**src/rtl/fcs_check_sequencer.sv**
```systemverilog
// Receive-side CRC-32 sequencer: strips preamble/SFD, streams the frame to the engine, reports status.
// Optional FCS_SEQ_STATS_EN adds stats_clr, good_cnt and bad_cnt.
module fcs_check_sequencer #(
   parameter int          PREAMBLE_BYTES  = 8,
   parameter int          MIN_FRAME_BYTES = 64,
   parameter int          MAX_FRAME_BYTES = 1518,
   parameter logic [31:0] GOOD_RESIDUE    = 32'h0000_0000
) (
   input  logic        clk,
   input  logic        reset_n,
   input  logic        rx_valid,
   input  logic [7:0]  rx_data,
   input  logic        rx_sof,
   input  logic        rx_eof,
   output logic        crc_init,
   output logic        crc_en,
   output logic [7:0]  crc_data,
   output logic        crc_last,
   input  logic [31:0] crc_residue,
   output logic        busy,
   output logic        frame_done,
   output logic        frame_ok,
   output logic        fcs_err,
   output logic        len_err,
   output logic        sfd_err,
   output logic [10:0] frame_len
`ifdef FCS_SEQ_STATS_EN
   ,
   input  logic        stats_clr,
   output logic [15:0] good_cnt,
   output logic [15:0] bad_cnt
`endif
);

   typedef enum logic [2:0] {
      IDLE, PREAMBLE, BODY, WAIT_RES, REPORT
   } state_t;

   localparam logic [3:0]  SFD_IDX = 4'(PREAMBLE_BYTES - 1);
   localparam logic [10:0] MIN_L   = 11'(MIN_FRAME_BYTES);
   localparam logic [10:0] MAX_L   = 11'(MAX_FRAME_BYTES);
   localparam logic [10:0] SAT_L   = 11'(MAX_FRAME_BYTES + 1);

   state_t      state_q, state_d;
   logic [3:0]  pre_cnt_q, pre_cnt_d;
   logic [10:0] len_cnt_q, len_cnt_d;
   logic        sfd_pend_q, sfd_pend_d;
   logic        len_pend_q, len_pend_d;
   logic        body_q, body_d;
   logic        init_q, init_d;
   logic        en_q, en_d;
   logic        last_q, last_d;
   logic [7:0]  data_q, data_d;
   logic        busy_q, busy_d;
   logic        done_q, done_d;
   logic        ok_q, ok_d;
   logic        fcs_q, fcs_d;
   logic        len_q, len_d;
   logic        sfd_q, sfd_d;
   logic [10:0] flen_q, flen_d;
   logic [10:0] len_inc;
   logic        len_bad;
   logic        fcs_bad;

   assign len_inc = (len_cnt_q == SAT_L) ? len_cnt_q : len_cnt_q + 11'd1;
   assign len_bad = (len_cnt_q < MIN_L) | (len_cnt_q > MAX_L);
   assign fcs_bad = body_q & (crc_residue != GOOD_RESIDUE);

   always_comb begin
      state_d    = state_q;
      pre_cnt_d  = pre_cnt_q;
      len_cnt_d  = len_cnt_q;
      sfd_pend_d = sfd_pend_q;
      len_pend_d = len_pend_q;
      body_d     = body_q;
      init_d     = 1'b0;
      en_d       = 1'b0;
      last_d     = 1'b0;
      data_d     = data_q;
      done_d     = 1'b0;
      ok_d       = ok_q;
      fcs_d      = fcs_q;
      len_d      = len_q;
      sfd_d      = sfd_q;
      flen_d     = flen_q;
      unique case (state_q)
         IDLE: begin
            if (rx_valid & rx_sof) begin
               state_d    = PREAMBLE;
               pre_cnt_d  = 4'd1;
               len_cnt_d  = '0;
               sfd_pend_d = 1'b0;
               len_pend_d = 1'b0;
               body_d     = 1'b0;
            end
         end
         PREAMBLE: begin
            if (rx_valid) begin
               if (rx_sof) begin
                  pre_cnt_d = 4'd1;
               end else if (rx_eof) begin
                  len_pend_d = 1'b1;
                  state_d    = REPORT;
               end else if (pre_cnt_q == SFD_IDX) begin
                  if (rx_data == 8'hD5) begin
                     init_d    = 1'b1;
                     len_cnt_d = '0;
                     state_d   = BODY;
                  end else begin
                     sfd_pend_d = 1'b1;
                     state_d    = REPORT;
                  end
               end else begin
                  pre_cnt_d = pre_cnt_q + 4'd1;
               end
            end
         end
         BODY: begin
            if (rx_valid) begin
               if (rx_sof) begin
                  // truncated: report now, the SOF byte opens the next preamble
                  done_d     = 1'b1;
                  ok_d       = 1'b0;
                  fcs_d      = 1'b0;
                  len_d      = 1'b1;
                  sfd_d      = 1'b0;
                  flen_d     = len_cnt_q;
                  state_d    = PREAMBLE;
                  pre_cnt_d  = 4'd1;
                  len_cnt_d  = '0;
                  sfd_pend_d = 1'b0;
                  len_pend_d = 1'b0;
                  body_d     = 1'b0;
               end else begin
                  en_d      = 1'b1;
                  data_d    = rx_data;
                  len_cnt_d = len_inc;
                  if (rx_eof) begin
                     last_d  = 1'b1;
                     body_d  = 1'b1;
                     state_d = WAIT_RES;
                  end
               end
            end
         end
         WAIT_RES: state_d = REPORT;
         REPORT: begin
            done_d  = 1'b1;
            fcs_d   = fcs_bad;
            len_d   = len_pend_q | (body_q & len_bad);
            sfd_d   = sfd_pend_q;
            ok_d    = ~(fcs_bad | len_pend_q | (body_q & len_bad) | sfd_pend_q);
            flen_d  = len_cnt_q;
            state_d = IDLE;
         end
         default: state_d = IDLE;
      endcase
      busy_d = (state_d != IDLE);
   end

   always_ff @(posedge clk or negedge reset_n) begin
      if (!reset_n) begin
         state_q    <= IDLE;
         pre_cnt_q  <= '0;
         len_cnt_q  <= '0;
         sfd_pend_q <= 1'b0;
         len_pend_q <= 1'b0;
         body_q     <= 1'b0;
         init_q     <= 1'b0;
         en_q       <= 1'b0;
         last_q     <= 1'b0;
         data_q     <= '0;
         busy_q     <= 1'b0;
         done_q     <= 1'b0;
         ok_q       <= 1'b0;
         fcs_q      <= 1'b0;
         len_q      <= 1'b0;
         sfd_q      <= 1'b0;
         flen_q     <= '0;
      end else begin
         state_q    <= state_d;
         pre_cnt_q  <= pre_cnt_d;
         len_cnt_q  <= len_cnt_d;
         sfd_pend_q <= sfd_pend_d;
         len_pend_q <= len_pend_d;
         body_q     <= body_d;
         init_q     <= init_d;
         en_q       <= en_d;
         last_q     <= last_d;
         data_q     <= data_d;
         busy_q     <= busy_d;
         done_q     <= done_d;
         ok_q       <= ok_d;
         fcs_q      <= fcs_d;
         len_q      <= len_d;
         sfd_q      <= sfd_d;
         flen_q     <= flen_d;
      end
   end

   assign crc_init   = init_q;
   assign crc_en     = en_q;
   assign crc_data   = data_q;
   assign crc_last   = last_q;
   assign busy       = busy_q;
   assign frame_done = done_q;
   assign frame_ok   = ok_q;
   assign fcs_err    = fcs_q;
   assign len_err    = len_q;
   assign sfd_err    = sfd_q;
   assign frame_len  = flen_q;

`ifdef FCS_SEQ_STATS_EN
   logic [15:0] good_q, bad_q;

   always_ff @(posedge clk or negedge reset_n) begin
      if (!reset_n) begin
         good_q <= '0;
         bad_q  <= '0;
      end else if (stats_clr) begin
         good_q <= '0;
         bad_q  <= '0;
      end else if (done_q) begin
         if (ok_q && good_q != 16'hFFFF) good_q <= good_q + 16'd1;
         if (!ok_q && bad_q != 16'hFFFF) bad_q <= bad_q + 16'd1;
      end
   end

   assign good_cnt = good_q;
   assign bad_cnt  = bad_q;
`endif

endmodule
```
**config.mk**
```make
export PLATFORM = sky130hd
export DESIGN_NAME = fcs_check_sequencer
export DESIGN_NICKNAME = d
export VERILOG_FILES = /design/src/rtl/fcs_check_sequencer.sv
export SDC_FILE = /design/constraint.sdc
export NUM_CORES = 1
export LEC_CHECK = 0
export ABC_AREA = 1
export BUFFER_PORTS_ARGS = -buffer_cell sky130_fd_sc_hd__buf_2
export CAP_MARGIN = 15
export CORE_ASPECT_RATIO = 0.8
export CORE_MARGIN = 4
export CORE_UTILIZATION = 30
export CTS_BUF_LIST = sky130_fd_sc_hd__clkbuf_2
export CTS_CLUSTER_SIZE = 12
export DETAILED_ROUTE_END_ITERATION = 10
export SLEW_MARGIN = 20
export SYNTH_ARGS = -nofsm -noshare
export SYNTH_HDL_FRONTEND = slang
export SYNTH_SLANG_ARGS = --single-unit
export TNS_END_PERCENT = 20
```
**constraint.sdc**
```tcl
create_clock -name clk -period 2.3 [get_ports clk]
set_clock_uncertainty 0.1 [all_clocks]
set_input_delay 0.23 -clock clk [delete_from_list [all_inputs] [get_ports clk]]
set_output_delay 0.23 -clock clk [all_outputs]
set_load 0.02 [all_outputs]
```
== Word level (Yosys, flattened, before mapping) ==
Index checks and enable logic that the tools add are counted.
Operators by class
  add/sub/neg operators: 2
  order comparisons: 2
  eq/ne operators: 21
  multiplexer cells: 69
  bitwise operators: 10
  reductions and logical operators: 13
Operators by type and width (count)
  $mux 11: 11
  $pmux 11 s3: 1
  $reduce_bool 32->1: 1
  $mux 1: 30
  $mux 4: 7
  $mux 3: 9
  $pmux 11 s2: 1
  $ne 2x2->1 const B: 10
  $reduce_and 9->1: 2
  $reduce_and 7->1: 2
  $ne 3x3->1 const B: 4
  $pmux 1 s2: 6
  $pmux 3 s4: 1
  $pmux 4 s3: 1
  $add 11x1->11 const B: 1
  $eq 11x11->1 const B: 1
  $gt 11x11->1 const B: 1
  $lt 11x7->1 const B: 1
  $eq 8x8->1 const B: 1
  $eq 3x2->1 const B: 2
  $pmux 1 s3: 2
  $reduce_and 3->1: 2
  $reduce_bool 3->1: 2
  $or 1x1->1: 5
  other kinds (9): 13
Word-level totals
  flip-flop bits (word level): 49
  bits of input ports: 45
  output and inout bits: 28
  logic and storage cells: 134

== Logic depth before layout (Yosys ltp) ==
Gate-level depths: netlist of run 1.
  depth in word-level cells: 8
  mapped depth: 10
  mapped depth without buffers: 10

== Worst setup path before layout of run 1 ==
OpenSTA, ideal clock, no wires.
  kind: reg2reg
  start: register len_cnt_q[0]
  end: register len_cnt_q[2]
  setup time: 115 ps
  arrival: 1467 ps
  required time: 2085 ps
  setup slack: 619 ps
  cell stages (with the launch flop): 10
  buffers on the path: 1
  period minus slack after synthesis: 1681 ps
  path through: dfrtp_1 ha_1 nand3_1 nor3_1 nand3_1 nand2_2 nor2_4 buf_12 nand2_2 nand2_2
On the way
  longest elaborated chain between the ends: 5
  elaborated cells between the ends (all ways): 8
  classes of those cells: 1 x add/sub; 2 x eq/ne; 4 x mux; 1 x reduce/logical
Ends and longest elaborated chain
  start: declaration: RTL line 46  | logic [10:0] len_cnt_q, len_cnt_d;
  start signal: assignment: RTL line 183  | len_cnt_q <= len_cnt_d;
  $add 11x1->11: RTL line 65  | assign len_inc = (len_cnt_q == SAT_L) ? len_cnt_q : len_cnt_q + 11'd1;
  $mux 11: RTL line 65
  $mux 11: RTL line 120  | if (rx_sof) begin
  $mux 11: RTL line 119  | if (rx_valid) begin
  $pmux 11 s3: RTL line 86  | unique case (state_q)
Several ways; a longest one is shown, not always the timed one. The select of a mux whose other input is x is not followed.
A chain may end at the register's enable or synchronous reset.

== Worst setup path after layout of run 1 ==
  start: register len_cnt_q[0]
  end: register len_cnt_q[7]
Same word-level chain as after synthesis.

==> summary.txt, run 1 <==
Clocking
  • CTS Buf Count: 5
  • TritonCTS clock tree: built
  • Clock sink count: 49
  • Clock-pin slew on the worst setup and hold paths: 250 ps
  • Cts repair resizes: 0
  • Worst-Skew Late Latency: 410 ps
  • Bufs on Longest Clock Path: 2
  • Root Buffer Master: clkbuf_2
  • Htree depth: 2

Global route
  • Overflow after GRT: 0
  • Global-route wire length before repair: 11.05 mm
  • Vias in the first global route: 2,375
  • GRT Total Usage: 0.1286
  • Largest net degree at the start of global routing: 40
  • Antenna violations before repair: 0

Critical path
  • Setup crit start: len_cnt_q[0]$_DFFE_PN0P_
  • Crit path capture type: flip-flop
  • CP delay by family, top: simple AND/OR/NAND/NOR gates
  • Worst setup SP type: flip-flop
  • RR Endpoint: len_cnt_q[7]$_DFFE_PN0P_
  • Reg2reg start: len_cnt_q[0]$_DFFE_PN0P_
  • CP required: 2600 ps
  • Critical Path Fanout Max: 11
  • Crit path kind: flip-flop to flip-flop
  • CP max stage cell: dfrtp_1
  • R2R setup slack: 420 ps
  • Crit path cell chain: ha_1 > nand3_1 > nor3_1 > nand3_1 > nand2_2 > nor2_4 > nand2_1 > nand2_1
  • Worst Reg2Reg Path Length in Cells: 8
  • WP buf/inv: 0
  • Slowest cell delay on critical path: 500 ps
  • Crit path DAT: 2180 ps

STA
  • Fin crit period: 1882 ps
  • Worst-margin pin slew: 878.5 ps
  • Final hold violations: 0
  • Unrepaired setup endpoints after global routing: false
  • Final setup fails: 0
  • Slew HR: 0.4143
  • Max-slew violations: 0
  • Setup tns final: 0 ps
  • Final worst-path cycle share: 0.8183
  • Fmax: 531.3 MHz

Final layout
  • Net count reported at finish: 500
  • Fin cells: 566
  • Layout area overhead: 21.83%
  • Number of diodes: 0
  • Layout cells sized above 1: 0.2665
  • Final-layout fill cell count: 917
  • Most common library cell in the layout ignoring fill and taps: nand2_1
  • Most frequent cells in the layout: nand2_1, buf_2, nor2_1

Synthesis
  • Syn Inst Count: 369
  • Synth warn: 0
  • #FFs+latches synth: 49
  • Number of distinct library cells after synthesis: 30
  • Syn nets: 416
  • Syn_area_per_cell: 7.378 um2
  • Sequential-to-total area share from yosys stat: 0.4504
  • Post-Syn Area: 2723 um2

Drt
  • Wire per inst: 11.93 um
  • DRT Pass-1 Iters: 4
  • DRC viols: 0
  • Via Count: 2,589
  • Via/cell ratio: 4.574
  • Antenna Nets Post-Route: 0
  • Final wirelength: 6.751 mm
  • Initial drt markers: 118

Floorplan
  • Core ar.: 8671 um2
  • Full die area: 10,670 um2
  • Die Ht: 93.21 um
  • Row count: 30
  • # IOs: 73
  • Die Width: 114.5 um
  • Starting Density: 0.3140

Outcome
  • Status: finished clean

Place
  • Port bufs: 72
  • Gpl congestion: 0.9163
  • Placed cell count: 547
  • Final HPWL DP: 5.096 mm

Min path
  • Hold Startpoint: rx_sof
  • Hold WC Path Type: primary input to flip-flop
  • Hold depth: 4
  • Hold EP: len_cnt_q[2]$_DFFE_PN0P_

Power
  • Static leakage: 1.736 nW
  • Peak supply drop: 327.8 uV
  • Total power draw: 0.002407 W
  • Pwr Density: 725.6 nW/um2

Job
  • Max cap viols: 0
what timing repair did:
item	in CTS	in global routing
setup buffers	0	0
endpoints found under the hold margin	47	0
hold buffers	11	0
logic make-up (layout without fill, tap and decap cells):
logic type	count (synthesis)	count (layout)	share of synthesized area
buf+inv	44	129	0.07628
simple gates	237	237	0.3883
fa+ha+maj	2	2	0.009190
xor+xnor	1	1	0.003217
flops	49	49	0.4504
compound gates	36	36	0.07261
worst max path at each step:
| stage | endpoint | cells past startpoint |
|---|---|---|
| after floorplan | len_cnt_q[2]$_DFFE_PN0P_ | 9 |
| after global placement | len_cnt_q[7]$_DFFE_PN0P_ | 9 |
| after detailed placement | len_cnt_q[7]$_DFFE_PN0P_ | 9 |
| after CTS | len_cnt_q[7]$_DFFE_PN0P_ | 8 |
| after global routing | len_cnt_q[7]$_DFFE_PN0P_ | 8 |
| final | len_cnt_q[7]$_DFFE_PN0P_ | 8 |
Yosys cell counts:
library cell	n	area, um2
nor3_1	2	10.01
buf_4	2	15.01
a21oi_1	7	35.03
nand2_2	18	112.6
nor2_4	2	22.52
xor2_1	1	8.760
nor2_2	2	12.51
ha_1	2	25.02
o21ai_1	13	65.06
buf_12	1	20.02
o21ai_0	11	55.05
or2_2	2	12.51
o21ai_2	4	35.03
nand2_4	1	11.26
nand2_1	121	454.2
nor3_4	1	16.27
nor3_2	1	10.01
nand4_1	8	50.05
nand3_1	19	95.09
or2_4	1	8.760
nor2_1	54	202.7
nand3_2	2	20.02
o21bai_1	1	7.510
nor4_1	3	18.77
buf_6	2	22.52
inv_1	29	108.9
dfrtp_1	49	1226
buf_2	3	15.01
clkbuf_1	1	3.750
inv_2	6	22.52
per-stage QoR:
step           worst slack [ps]  utilization  hold slack (ps)  cell area, um2
2_1_floorplan             618.7            -           -165.6            2723
3_3_place_gp              490.8       0.3655            299.7            3169
3_5_place_dp              449.2       0.3655            306.7            3169
4_1_cts                   412.7       0.3825            77.99            3317
5_1_grt                   180.4       0.3825            78.55            3317
6_report                  417.9       0.3825            87.92            3317
metal layers:
layer	up-vias	global-route usage	part of all wire
met5	-	0	0
met4	0	0.03363	0.0098
met3	6	0.03299	0.090
met2	95	0.2016	0.43
met1	1155	0.1763	0.47
li1	1333	-	-
flip-flops by register name, summed over array words and instances (netlist names):
| signal | cells |
|---|---|
| len_pend_q | 1 |
| len_cnt_q | 11 |
| frame_ok | 1 |
| crc_data | 8 |
| pre_cnt_q | 4 |
| crc_last | 1 |
| crc_en | 1 |
| frame_len | 11 |
| sfd_pend_q | 1 |
| fcs_err | 1 |
| crc_init | 1 |
| state_q | 3 |
| frame_done | 1 |
| len_err | 1 |
| sfd_err | 1 |
| busy | 1 |
| body_q | 1 |
cell type report:
class | instances | area [um2] | share of cell area
Multi-Input combinational cell | 276 | 1289 | 0.3885
Sequential cell | 49 | 1226 | 0.3697
Timing Repair Buffer | 86 | 493.0 | 0.1486
Tap cell | 112 | 140.1 | 0.04225
Inverter | 35 | 131.4 | 0.03961
Clock buffer | 5 | 25.02 | 0.007544
Clock inverter | 3 | 12.51 | 0.003772
power breakdown:
group / leakage (nW) / switching [W] / total, W / internal, W
Clock: 0.0278 / 0.000274 / 0.000341 / 0.0000666
Sequential: 0.654 / 0.0000989 / 0.00112 / 0.00103
Combinational: 1.05 / 0.000624 / 0.000941 / 0.000317
Total: 1.74 / 0.000997 / 0.00241 / 0.00141
worst reg2reg max path: cells and delay by family (launching register included):
kind / cells / cell delay, ps
and+or+nand+nor: 7 / 960
DFF: 1 / 500
adders and majority gates: 1 / 300
No activity file was read; power rests on OpenSTA's default activity.
==> run 2, diff against run 1 <==
Clock period 2.3 ns to 1.7 ns, I/O delays scaled along.
==> summary.txt, run 2 (synthesis gave the netlist of run 1 again) <==
STA
  • Final worst-path cycle share: 1.001 (+0.1824)
  • Hold slack: 73.45 ps (-14.47 ps)
  • Setup ws final: -1.264 ps (-419.2 ps)
  • Final setup fails: 1 (+1)
  • Max-slew violations: 0 (unchanged)
  • Fin crit period: 1701 ps (-180.8 ps)
  • Fmax: 587.8 MHz (+11%)
  • Slew HR: 0.7656 (+0.3513)
  • Setup tns final: -1.264 ps (-1.264 ps)
  • Unrepaired setup endpoints after global routing: true
  • Worst-margin pin slew: 348.3 ps (-530.2 ps)
  • Final hold violations: 0 (unchanged)

Floorplan
  • Core ar.: 8671 um2 (unchanged)
  • Starting Density: 0.3140 (unchanged)
  • Die Ht: 93.21 um (unchanged)
  • # IOs: 73 (unchanged)
  • Full die area: 10,670 um2 (unchanged)
  • Row count: 30 (unchanged)
  • Die Width: 114.5 um (unchanged)

Global route
  • Met1 Track Usage GR: 0.1857 (+0.009334)
  • Largest net degree at the start of global routing: 50 (+25%)
  • Antenna violations before repair: 1 (+1)
  • Busiest layer in global routing: met2
  • Vias in the first global route: 2,627 (+11%)
  • Met3 Usage GRT: 0.04010 (+0.007115)
  • Global-route wire length before repair: 11.86 mm (+7.4%)
  • GRT Total Usage: 0.1377 (+0.009060)
  • GR Util met2: 0.2171 (+0.01550)
  • Overflow after GRT: 0 (unchanged)

Outcome
  • Status: complete, but fails checks
  • Failing checks: setup timing

Final layout
  • Fin cells: 594 (+4.9%)
  • Layout cells sized above 1: 0.3465 (+0.07995)
  • Net count reported at finish: 529 (+5.8%)
  • Most common library cell in the layout ignoring fill and taps: nand2_1
  • Most frequent cells in the layout: nand2_1, buf_2, nor2_1
  • Layout Utilization: 0.4257 (+0.04314)
  • Number of diodes: 0 (unchanged)
  • Layout area overhead: 35.57%

Drt
  • DRT Pass-1 Iters: 4 (unchanged)
  • Via Count: 2,728 (+5.4%)
  • DRC viols: 0 (unchanged)
  • Final wirelength: 7.361 mm (+9.0%)
  • Initial drt markers: 210 (+78%)
  • Antenna Nets Post-Route: 0 (unchanged)
  • Wire per inst: 12.39 um (+3.9%)
  • Via/cell ratio: 4.593 (+0.40%)

Power
  • Static leakage: 1.909 nW (+9.9%)
  • Internal power: 0.002281 W (+62%)
  • Psw: 0.001449 W (+45%)
  • Logic pwr share: 0.425 (+0.034)
  • Peak supply drop: 433.8 uV (+32%)
  • Sw frac: 0.3885 (-0.02593)
  • Clock power frac: 0.162 (+0.020)
  • Pwr Density: 1010 nW/um2 (+39%)
  • Sequential share of power: 0.413 (-0.054)

Clocking
  • TritonCTS clock tree: built
  • Clock sink count: 49 (unchanged)
  • Htree depth: 2 (unchanged)
  • Worst-Skew Late Latency: 410 ps (about the same)
  • CTS Buf Count: 5 (unchanged)
  • Bufs on Longest Clock Path: 2 (unchanged)
  • Clock-pin slew on the worst setup and hold paths: 230 ps (-20 ps)
  • Root Buffer Master: clkbuf_2

Min path
  • Hold WC Path Type: primary input to flip-flop

Critical path
  • R2R setup slack: -1 ps (-420 ps)
  • Crit path kind: flip-flop to flip-flop
  • Worst Reg2Reg Path Length in Cells: 10 (+2)
  • CP required: 1970 ps (-630 ps)
  • Critical Path Fanout Max: 5 (-6)
  • Worst setup SP type: flip-flop
  • Setup crit start: pre_cnt_q[1]$_DFFE_PN0P_
  • Reg2reg start: pre_cnt_q[1]$_DFFE_PN0P_
  • Crit path DAT: 1980 ps (-200 ps)
  • RR Endpoint: len_cnt_q[2]$_DFFE_PN0P_
  • Crit path to: len_cnt_q[2]$_DFFE_PN0P_
  • Crit path capture type: flip-flop

Job
  • Max cap viols: 0 (unchanged)

Place
  • Gpl congestion: 0.8765 (-4.3%)
  • Placed cell count: 572 (+4.6%)
  • Port bufs: 72 (unchanged)
  • Final HPWL DP: 5.623 mm (+10%)
  • DP Worst Slack: 1.036 ps (-448.1 ps)
==> run 2: worst min-delay path by stage <==
stage / start / end / slack, ps / cells past startpoint
finish: rx_sof / pre_cnt_q[3]$_DFFE_PN0P_ / 70 / 4
detailed placement: reset_n / frame_ok$_DFFE_PN0P_ / 80 / 2
global route: rx_sof / len_cnt_q[2]$_DFFE_PN0P_ / 20 / 4
CTS: rx_sof / len_cnt_q[2]$_DFFE_PN0P_ / 30 / 4
global placement: reset_n / frame_ok$_DFFE_PN0P_ / 70 / 2
floorplan: reset_n / body_q$_DFFE_PN0P_ / -230 / 0
==> run 2: layout make-up <==
class                           instances  area, um2
Clock buffer                            5      25.02
Clock inverter                          2      35.03
Fill cell                             867       4980
Inverter                               35      136.4
Multi-Input combinational cell        276       1358
Sequential cell                        49       1231
Tap cell                              112      140.1
Timing Repair Buffer                  115      765.7
==> run 2: power groups by stage <==
stage	clock (W)	sequential, W	combinational, W
2_1_floorplan	0	0.00174	0.000746
3_3_place_gp	0	0.00154	0.00141
3_5_place_dp	0	0.00154	0.00143
4_1_cts	0.000627	0.00152	0.00146
5_1_grt	0.000672	0.00157	0.00175
6_report	0.000604	0.00154	0.00159
==> run 2: per-stage QoR <==
| stage | total power (W) | cell area [um2] |
|---|---|---|
| floorplan | 0.002484 | 2723 |
| global placement | 0.002953 | 3395 |
| detailed placement | 0.002976 | 3395 |
| CTS | 0.003607 | 3568 |
| global route | 0.003992 | 3691 |
| finish | 0.003730 | 3691 |
==> run 2: per-layer routing <==
layer  vias to the layer above  part of all wire
met2                       100              0.43
met5                         -           0.00095
met4                         2             0.010
met3                         8             0.092
li1                       1387                 -
met1                      1231              0.46
==> run 2: critical path, stage by stage (launching register included) <==
cell	delay [ps]
dfrtp_1	410
ha_2	190
nand2_2	70
nor2_4	140
nand2_2	90
o21ai_4	190
inv_2	70
nor2_4	140
clkbuf_16	170
nand2_2	50
nand2_2	50
==> run 2: timing repair <==
item	in CTS	in global routing
resized for setup	1	22
setup buffers	0	3
endpoints found under the hold margin	60	0
hold buffers	11	0
setup endpoints to repair	11	31
pin swaps	0	10
gates cloned	0	1
